## src/rtl/uart_rx_oversample.sv

```systemverilog
// UART 8N1 receiver driven by a 16x oversampled baud level from the baud generator.
// It takes a 3-sample majority vote at mid-bit and hands bytes over on a valid/ready interface.
module uart_rx_oversample #(
  parameter int DATA_BITS  = 8,
  parameter int OVERSAMPLE = 16
) (
  input  logic                 clk,
  input  logic                 rst_n,
  input  logic                 rx_baud,
  input  logic                 rx,
  output logic [DATA_BITS-1:0] rx_data,
  output logic                 rx_valid,
  input  logic                 rx_ready,
  output logic                 frame_err,
  output logic                 overrun,
  output logic                 busy
);

  localparam int SW = $clog2(OVERSAMPLE);
  localparam int BW = $clog2(DATA_BITS + 1);
  localparam int H  = OVERSAMPLE / 2;

  localparam logic [SW-1:0] CNT_LAST   = SW'(OVERSAMPLE - 1);
  localparam logic [SW-1:0] CNT_SAMP0  = SW'(H - 1);
  localparam logic [SW-1:0] CNT_SAMP1  = SW'(H);
  localparam logic [SW-1:0] CNT_SAMP2  = SW'(H + 1);
  localparam logic [SW-1:0] CNT_DECIDE = SW'(H + 2);
  localparam logic [BW-1:0] BIT_LAST   = BW'(DATA_BITS - 1);

  typedef enum logic [1:0] {
    IDLE,
    START,
    DATA,
    STOP
  } stateT;

  stateT                state;
  logic                 rxMeta;
  logic                 rxS;
  logic                 baudQ;
  logic                 tick;
  logic [SW-1:0]        sampleCnt;
  logic [BW-1:0]        bitCnt;
  logic [2:0]           sampleBits;
  logic                 majority;
  logic [DATA_BITS-1:0] shiftReg;

  // The synchronizer and the baud edge flop reset high, so a line that is idle at release gives no false start or tick.
  always_ff @(posedge clk or negedge rst_n) begin
    if (!rst_n) begin
      rxMeta <= 1'b1;
      rxS    <= 1'b1;
      baudQ  <= 1'b1;
    end else begin
      rxMeta <= rx;
      rxS    <= rxMeta;
      baudQ  <= rx_baud;
    end
  end

  assign tick     = rx_baud & ~baudQ;
  assign majority = (sampleBits[0] & sampleBits[1]) |
                    (sampleBits[0] & sampleBits[2]) |
                    (sampleBits[1] & sampleBits[2]);

  // The receive FSM and all of its registered outputs. The stop bit is decided at mid-bit so a start bit that follows immediately is still caught.
  always_ff @(posedge clk or negedge rst_n) begin
    if (!rst_n) begin
      state      <= IDLE;
      sampleCnt  <= '0;
      bitCnt     <= '0;
      sampleBits <= '0;
      shiftReg   <= '0;
      rx_data    <= '0;
      rx_valid   <= 1'b0;
      frame_err  <= 1'b0;
      overrun    <= 1'b0;
      busy       <= 1'b0;
    end else begin
      frame_err <= 1'b0;
      overrun   <= 1'b0;
      if (rx_valid && rx_ready) begin
        rx_valid <= 1'b0;
      end

      if (tick) begin
        if (state != IDLE) begin
          if (sampleCnt == CNT_SAMP0) sampleBits[0] <= rxS;
          if (sampleCnt == CNT_SAMP1) sampleBits[1] <= rxS;
          if (sampleCnt == CNT_SAMP2) sampleBits[2] <= rxS;
        end

        unique case (state)
          IDLE: begin
            if (!rxS) begin
              state     <= START;
              sampleCnt <= '0;
              busy      <= 1'b1;
            end
          end

          START: begin
            if (sampleCnt == CNT_LAST) begin
              sampleCnt <= '0;
              if (!majority) begin
                state <= DATA;
              end else begin
                state <= IDLE;
                busy  <= 1'b0;
              end
            end else begin
              sampleCnt <= sampleCnt + 1'b1;
            end
          end

          DATA: begin
            if (sampleCnt == CNT_LAST) begin
              sampleCnt <= '0;
              shiftReg  <= {majority, shiftReg[DATA_BITS-1:1]};
              if (bitCnt == BIT_LAST) begin
                bitCnt <= '0;
                state  <= STOP;
              end else begin
                bitCnt <= bitCnt + 1'b1;
              end
            end else begin
              sampleCnt <= sampleCnt + 1'b1;
            end
          end

          STOP: begin
            if (sampleCnt == CNT_DECIDE) begin
              sampleCnt <= '0;
              state     <= IDLE;
              busy      <= 1'b0;
              if (majority) begin
                rx_data  <= shiftReg;
                rx_valid <= 1'b1;
                overrun  <= rx_valid && !rx_ready;
              end else begin
                frame_err <= 1'b1;
              end
            end else begin
              sampleCnt <= sampleCnt + 1'b1;
            end
          end

          default: begin
            state     <= IDLE;
            sampleCnt <= '0;
            busy      <= 1'b0;
          end
        endcase
      end
    end
  end

endmodule
```

## config.mk

```make
export PLATFORM = sky130hd
export DESIGN_NAME = uart_rx_oversample
export DESIGN_NICKNAME = d
export VERILOG_FILES = /design/src/rtl/uart_rx_oversample.sv
export SDC_FILE = /design/constraint.sdc
export NUM_CORES = 1
export LEC_CHECK = 0
export ABC_AREA = 1
export CAP_MARGIN = 20
export CORE_MARGIN = 1
export CORE_UTILIZATION = 60
export DETAILED_ROUTE_END_ITERATION = 7
export HOLD_SLACK_MARGIN = 0.06
export PLACE_DENSITY_LB_ADDON = 0.05
export REMOVE_ABC_BUFFERS = 1
export SLEW_MARGIN = 20
export SYNTH_ARGS = -nofsm -noshare
export SYNTH_HDL_FRONTEND = slang
export SYNTH_SLANG_ARGS = --single-unit
export TNS_END_PERCENT = 5
```

## constraint.sdc

```tcl
create_clock -name clk -period 3.9 [get_ports clk]
set_input_delay 0.39 -clock clk [delete_from_list [all_inputs] [get_ports clk]]
set_output_delay 0.39 -clock clk [all_outputs]
set_load 0.1 [all_outputs]
```

* Word level (Yosys, flattened, before mapping)
Index checks and enable logic that the tools add are counted. W data, S select, Z words.
Operators by class: add/subtract/negate cells 2, equality and inequality tests 15, muxes and demuxes 30, bitwise logic cells 7, reduce and logical (&&, ||, !) cells 15
Operators by type and width (number):
- $mux W1 | 17
- $eq A4 B4 Y1 const B | 4
- $mux W4 | 4
- $mux W2 | 6
- $ne A2 B2 Y1 const B | 6
- $pmux W4 S3 | 1
- $reduce_and A3 Y1 | 4
- $reduce_and A6 Y1 | 2
- $add A4 B1 Y4 const B | 2
- $eq A4 B3 Y1 const B | 2
- $pmux W2 S4 | 1
- $and A1 B1 Y1 | 4
- $eq A2 B2 Y1 const B | 2
- $reduce_and A4 Y1 | 1
- $pmux W1 S3 | 1
- $reduce_bool A3 Y1 | 1
- $eq A2 B1 Y1 const B | 1
- $logic_and A1 B1 Y1 | 2
- $logic_not A2 Y1 | 1
- $or A1 B1 Y1 | 2
- $reduce_and A2 Y1 | 1
- $reduce_bool A2 Y1 | 1
- $reduce_or A2 Y1 | 1
- $logic_not A1 Y1 | 1
- $not A1 Y1 | 1
Word-level totals: flip-flop bits (word level) 36, input bits 5, logic and storage cells 84

* Longest topological paths before layout
Gate-level depths: netlist (run 1).
depth in word-level cells 7, mapped depth 10, gate-level depth less buffers 10

* Least setup slack after synthesis (run 1)
No wires, ideal clock.
path kind reg-to-reg, start reg state[0], end reg state[0], data arrival time 1389 ps, slack 2392 ps, cell stages (with the launch flop) 11, period minus slack after synthesis 1508 ps, path through dfrtp_1 -> inv_1 -> ha_1 -> nand2_1 -> clkinv_1 -> nor2_2 -> nand2_2 -> nor2_4 -> nand2_2 -> nand2_1 -> o21ai_2
Between the ends: cells in the longest elaborated chain, start to end 3, elaborated cells between the ends (all ways) 11, classes of those cells 8 x eq/ne; 1 x mux; 2 x reduce/logical
RTL lines:
- from (decl) | RTL line 37 | stateT state;
- from (signal assigned) | RTL line 69 | state <= IDLE;
- from (signal assigned) | RTL line 96 | state <= START;
- from (signal assigned) | RTL line 106 | state <= DATA;
- $eq A2 B2 Y1 (tied with other cells) | RTL line 93 | unique case (state)
- $ne A2 B2 Y1 (no line)
- $reduce_and A6 Y1 (no line)
Parallel ways exist; a longest one is shown, timed or not. A chain may end at the register's enable or synchronous reset.

* Final worst setup path (run 1)
start reg rx_data[6], end out rx_data[6]
RTL lines:
- from (decl) | RTL line 11 | output logic [DATA_BITS-1:0] rx_data,
- from (signal assigned) | RTL line 137 | rx_data <= shiftReg;
No word-level cell between the ends.

==> results of run 1 <==
==> final cells by class <==
class | count | area (sq um) | area share
timing repair buffer | 17 | 168 | 0.0830
clock buffer | 8 | 68.8 | 0.0341
tap | 31 | 38.8 | 0.0192
multi-input combinational | 124 | 736 | 0.364
inverter | 28 | 105 | 0.0520
sequential | 36 | 905 | 0.448
==> power by group through the flow <==
stage                     clock network (mW)  logic, mW  registers (mW)
after global placement                     0      0.171           0.422
after global routing                   0.244      0.198           0.421
after detailed placement                   0      0.176           0.424
final                                  0.228      0.174           0.417
after floorplan                            0     0.0973           0.456
after CTS                              0.231      0.176           0.416
==> worst max path at each step <==
stage,start,endpoint,slack [ns],cells after the start
2_1_floorplan,state[0]$_DFFE_PN0P_,state[0]$_DFFE_PN0P_,2.39,10
3_3_place_gp,rx_baud,state[0]$_DFFE_PN0P_,2.02,8
3_5_place_dp,rx_baud,bitCnt[2]$_DFFE_PN0P_,1.94,7
4_1_cts,rx_data[6]$_DFFE_PN0P_,rx_data[6],1.64,1
5_1_grt,rx_data[1]$_DFFE_PN0P_,rx_data[1],1.61,1
6_report,rx_data[6]$_DFFE_PN0P_,rx_data[6],1.65,1
==> routing by layer <==
layer | track usage | share of wire
met1 | 0.285 | 0.44
met2 | 0.386 | 0.51
met3 | 0.0599 | 0.031
met4 | 0.122 | 0.025
met5 | 0 | 0
==> logic make-up after synthesis <==
family	count (synthesis)	synth area share
flip-flops	36	0.512
adder cells (fa/ha/maj)	10	0.0708
XOR/XNOR	3	0.0149
buffers and inverters	30	0.0722
AND/OR/NAND/NOR	83	0.233
AO/OA/AOI/OAI	28	0.0977
==> cell usage after synthesis (all sizes together) <==
cell	instances	area, sq um
nand4	2	12.5
a21oi	4	23.8
ha	10	125
inv	26	97.6
o21ai	23	141
nor3	1	16.3
nor2	10	66.3
buf	2	22.5
a21boi	1	7.51
nor4	1	6.26
nor3b	2	15.0
nand3	13	82.6
dfstp	3	78.8
xor2	2	17.5
dfrtp	33	826
xnor2	1	8.76
nand2	54	213
clkinv	2	7.51
==> state kept, by name (all words and copies together), names as in the netlist, 3 cells and up, named ones only <==
register,cells
sampleCnt,4
shiftReg,8
bitCnt,4
rx_data,8
sampleBits,3
==> through the flow <==
step / power, mW / instance area (sq um) / instances / utilization
4_1_cts: 0.824 / 2020 / 244 / 0.726
3_5_place_dp: 0.599 / 1950 / 236 / 0.702
3_3_place_gp: 0.592 / 1950 / 236 / 0.702
2_1_floorplan: 0.553 / 1750 / 188 / -
6_report: 0.819 / 2020 / 244 / 0.726
5_1_grt: 0.863 / 2020 / 244 / 0.726
==> results.toml, run 1 <==
[grt]
grt_pass1_wl_mm = 5.53
grt_remaining_overflow = 0
grt_pass1_vias = 1278
grt_max_degree = 37
gr-usage-all-layers = 0.235
antenna_found_initial = 0

[place]
gp_congestion = 0.825
place_ws_ns = 1.94
io_buffers = 16
dp_hpwl_mm = 2.36

[floorplan]
die_h_microns = 56.3
initial_core_util = 0.636
die-area_sq_um = 3170
num_rows = 19
fp.dieW_microns = 56.3
io_pins = 17
fp.coreArea_sq_um = 2780

[timing]
hold_viol = 0
setup_slack_ns = 1.65
finalCritPeriodShare = 0.576
drv_slew = 0
setup_viol = 0
rsz0062_at_grt = "no"
worst_slew_pin_slew_ns = 0.966
fmaxAchievable_ghz = 0.445
timing.slew.headroom = 0.354
clock-skew-final_ns = 0.0107
fin_crit_ns = 2.25
tns_ns = 0
whs_ns = 0.362

[clock_tree]
cts.sink_count = 36
ctsHtreeMaxLevel = 2
cts_setup_buffers = 0
cts_resized = 0
cts_tree = "done"
postCtsHoldBufs = 0
clk_pin_slew_ns = 0.10
worstSkewPairLatency_ns = 0.35
cts_made_buffers = 5
clk_path_buf_depth = 2
cts-root-buf = "clkbuf_4"

[cells_and_area]
area_growth_syn_to_layout_pct = 14.3
layout-drive-gt1-share = 0.160
fin_nets = 227
nFillCells = 219
n_antenna_cell = 0
layout_commonest_cell = "nand2_1"
layout_common_cells = "nand2_1, dfrtp_1, inv_1"

[critical_path]
cp_slowest_cell = "clkdlybuf4s50_1"
cp.buffers_inverters = 1
rrSetupSlack_ns = 2.19
r2r_start = "state[0]$_DFFE_PN0P_"
crit_path_cell_trace = "clkdlybuf4s50_1"
cp_data_arrival_time_ns = 1.86
endpoint_kind = "output port"
max_stage_delay_ns = 1.14
criticalPathCategory = "reg2out"
worst-path-max-fanout = 2
rr_endpoint = "bitCnt[2]$_DFFE_PN0P_"
cp_top_family = "buffers and inverters"
rr_worst_depth = 6
worstPathRequired_ns = 3.51
start_kind = "register"

[pwr]
p_per_area_nw_per_um2 = 405
power.internal_mw = 0.557
power_frac_clock = 0.278
p_seq_frac = 0.509
switching_share = 0.320
p_switching_mw = 0.262
p_comb_frac = 0.213
p_leak_nw = 0.999
vdd_ir_drop_max_v = 0.000392

[hold_path]
hp-start = "rxMeta$_DFF_PN1_"
min_path_type = "reg2reg"
hold_end = "rxS$_DFF_PN1_"
hold_depth = 0

[drt]
vias = 1281
viasPerCell = 5.25
wirelength_mm = 3.16
drtIter0Drc = 33
drtAntennaViolNets = 0
firstDrtPassIters = 4
drc_errors = 0
wl_per_cell_microns = 12.9

[logic_synthesis]
syn_area_per_cell_sq_um = 9.30
yosysUniqueCellTypes = 28
yosysWarnings = 0
ys_seq_elements = 36
syn_inst = 190
seq_area_frac_synth = 0.512
synth_area_sq_um = 1770

[flow_run]
maxCapViolCount = 0

[run_status]
status = "complete, no violations"
Power figures use the tool's default switching activity.
==> inputs of run 2 (changes only) <==
--- a/config.mk
+++ b/config.mk
@@ -8,7 +8,7 @@
 export ABC_AREA = 1
 export CAP_MARGIN = 20
 export CORE_MARGIN = 1
-export CORE_UTILIZATION = 60
+export CORE_UTILIZATION = 50
 export DETAILED_ROUTE_END_ITERATION = 7
 export HOLD_SLACK_MARGIN = 0.06
 export PLACE_DENSITY_LB_ADDON = 0.05
==> constraint.sdc (replaced) <==
create_clock -name clk -period 2 [get_ports clk]
set_input_delay 0.2 -clock clk [delete_from_list [all_inputs] [get_ports clk]]
set_output_delay 0.2 -clock clk [all_outputs]
set_load 0.1 [all_outputs]
==> results.toml, run 2 (same netlist as run 1, synthesis figures left out) <==
[floorplan]
num_rows = 21
fp.coreArea_sq_um = 3360
initial_core_util = 0.526
io_pins = 17
die_h_microns = 61.5
fp.dieW_microns = 61.5
die-area_sq_um = 3780

[cells_and_area]
top_regs = "rx_data (8), shiftReg (8)"
fin_nets = 228
layout_common_cells = "nand2_1, dfrtp_1, inv_1"
area_growth_syn_to_layout_pct = 12.8
layout-drive-gt1-share = 0.216
n_antenna_cell = 0
layout_commonest_cell = "nand2_1"
final_cells = 259

[pwr]
p_leak_nw = 1.02
p_per_area_nw_per_um2 = 758
vdd_ir_drop_max_v = 0.000425
finalPower_mw = 1.51

[clock_tree]
cts_resized = 0
cts_setup_buffers = 0
cts_tree = "done"
cts_made_buffers = 5
clk_path_buf_depth = 2
postCtsHoldBufs = 0
clk_pin_slew_ns = 0.10
cts.sink_count = 36
ctsHtreeMaxLevel = 2
cts-root-buf = "clkbuf_4"
worstSkewPairLatency_ns = 0.33

[critical_path]
cp_slowest_cell = "dfrtp_1"
max_stage_delay_ns = 0.46
cp_top_family = "simple AND/OR/NAND/NOR gates"
worstPathRequired_ns = 2.22
cp.buffers_inverters = 1
crit_path_cell_trace = "inv_1 > ha_1 > nand3_4 > nor3_4 > nand2_2 > nand2_1 > o21ai_2"
endpoint_kind = "register"
criticalPathCategory = "reg2reg"
start_kind = "register"
worst-path-max-fanout = 16
cp_data_arrival_time_ns = 1.87

[timing]
worst_slew_pin_slew_ns = 0.439
drv_slew = 0
tns_ns = 0
timing.slew.headroom = 0.708
setup_slack_ns = 0.351
hold_viol = 0
fin_crit_ns = 1.65
rsz0062_at_grt = "no"
clock-skew-final_ns = 0.00464
fmaxAchievable_ghz = 0.607
setup_viol = 0
finalCritPeriodShare = 0.824

[place]
dp_hpwl_mm = 2.48
io_buffers = 16
gp_congestion = 0.817
place_ws_ns = 0.275
dp_cells = 252

[grt]
antenna_found_initial = 0
gr-usage-all-layers = 0.212
grt_remaining_overflow = 0
grt_max_degree = 37
grt_pass1_wl_mm = 5.60
grt_pass1_vias = 1283

[drt]
firstDrtPassIters = 4
routed.top_layer = "met4"
dr_wl_met2_mm = 1.68
drtAntennaViolNets = 0
wirelength_mm = 3.25
viasPerCell = 4.97
vias = 1288
wl_met3_microns = 127
drtIter0Drc = 44
drc_errors = 0
drt-met1-wl_mm = 1.36
wl_per_cell_microns = 12.5

[flow_run]
maxCapViolCount = 0

[run_status]
status = "complete, no violations"

[hold_path]
min_path_type = "in2async"
## run 2: cell count changes in the layout (fill, tap and decap cells not counted), sizes merged
cell | previous run | this run
clkbuf | 8 | 6
clkdlybuf4s50 | 16 | 4
clkinv | 2 | 3
buf | 1 | 14
## run 2: per-layer routing
metal  global-route usage  up-vias
li1                     -      646
met1                0.243      614
met2                0.359       20
met3               0.0693        8
met4                0.102        0
met5                    0        -
## run 2: path summary, 6_finish.rpt
check / from / endpoint / slack [ns] / depth (start not counted)
max: sampleCnt[0]$_DFFE_PN0P_ / rx_data[4]$_DFFE_PN0P_ / 0.35 / 7
max reg2reg: sampleCnt[0]$_DFFE_PN0P_ / rx_data[4]$_DFFE_PN0P_ / 0.35 / 7
min: rst_n / overrun$_DFF_PN0_ / 0.27 / 2
min reg2reg: rxMeta$_DFF_PN1_ / rxS$_DFF_PN1_ / 0.37 / 0
min in group clk: rx / rxMeta$_DFF_PN1_ / 0.28 / 1
max in group asynchronous: rst_n / rxS$_DFF_PN1_ / 1.39 / 2
## run 2: power breakdown
part           switching, mW  internal (mW)  total, mW
registers             0.0465          0.767      0.814
clock network          0.221          0.129      0.351
logic                  0.234          0.113      0.347
total                  0.502           1.01       1.51
## run 2: layout make-up
type,count,area (sq um)
Tap cell,46,57.6
Fill cell,330,1370
Inverter,28,105
Clock inverter,1,5.00
Multi-Input combinational cell,124,736
Timing Repair Buffer,18,145
Sequential cell,36,905
Clock buffer,6,41.3
## run 2: worst register-to-register path, stage by stage, from the launching register on
cell and delay, ns:
dfrtp_1 0.46, inv_1 0.11, ha_1 0.21, nand3_4 0.11, nor3_4 0.17, nand2_2 0.25
nand2_1 0.17, o21ai_2 0.06
## run 2: metrics by stage
stage	utilization	cell area, sq um	hold slack (ns)
global placement	0.579	1950	0.347
detailed placement	0.579	1950	0.357
CTS	0.593	1990	0.263
finish	0.593	1990	0.265
floorplan	-	1750	-0.0956
global route	0.593	1990	0.265
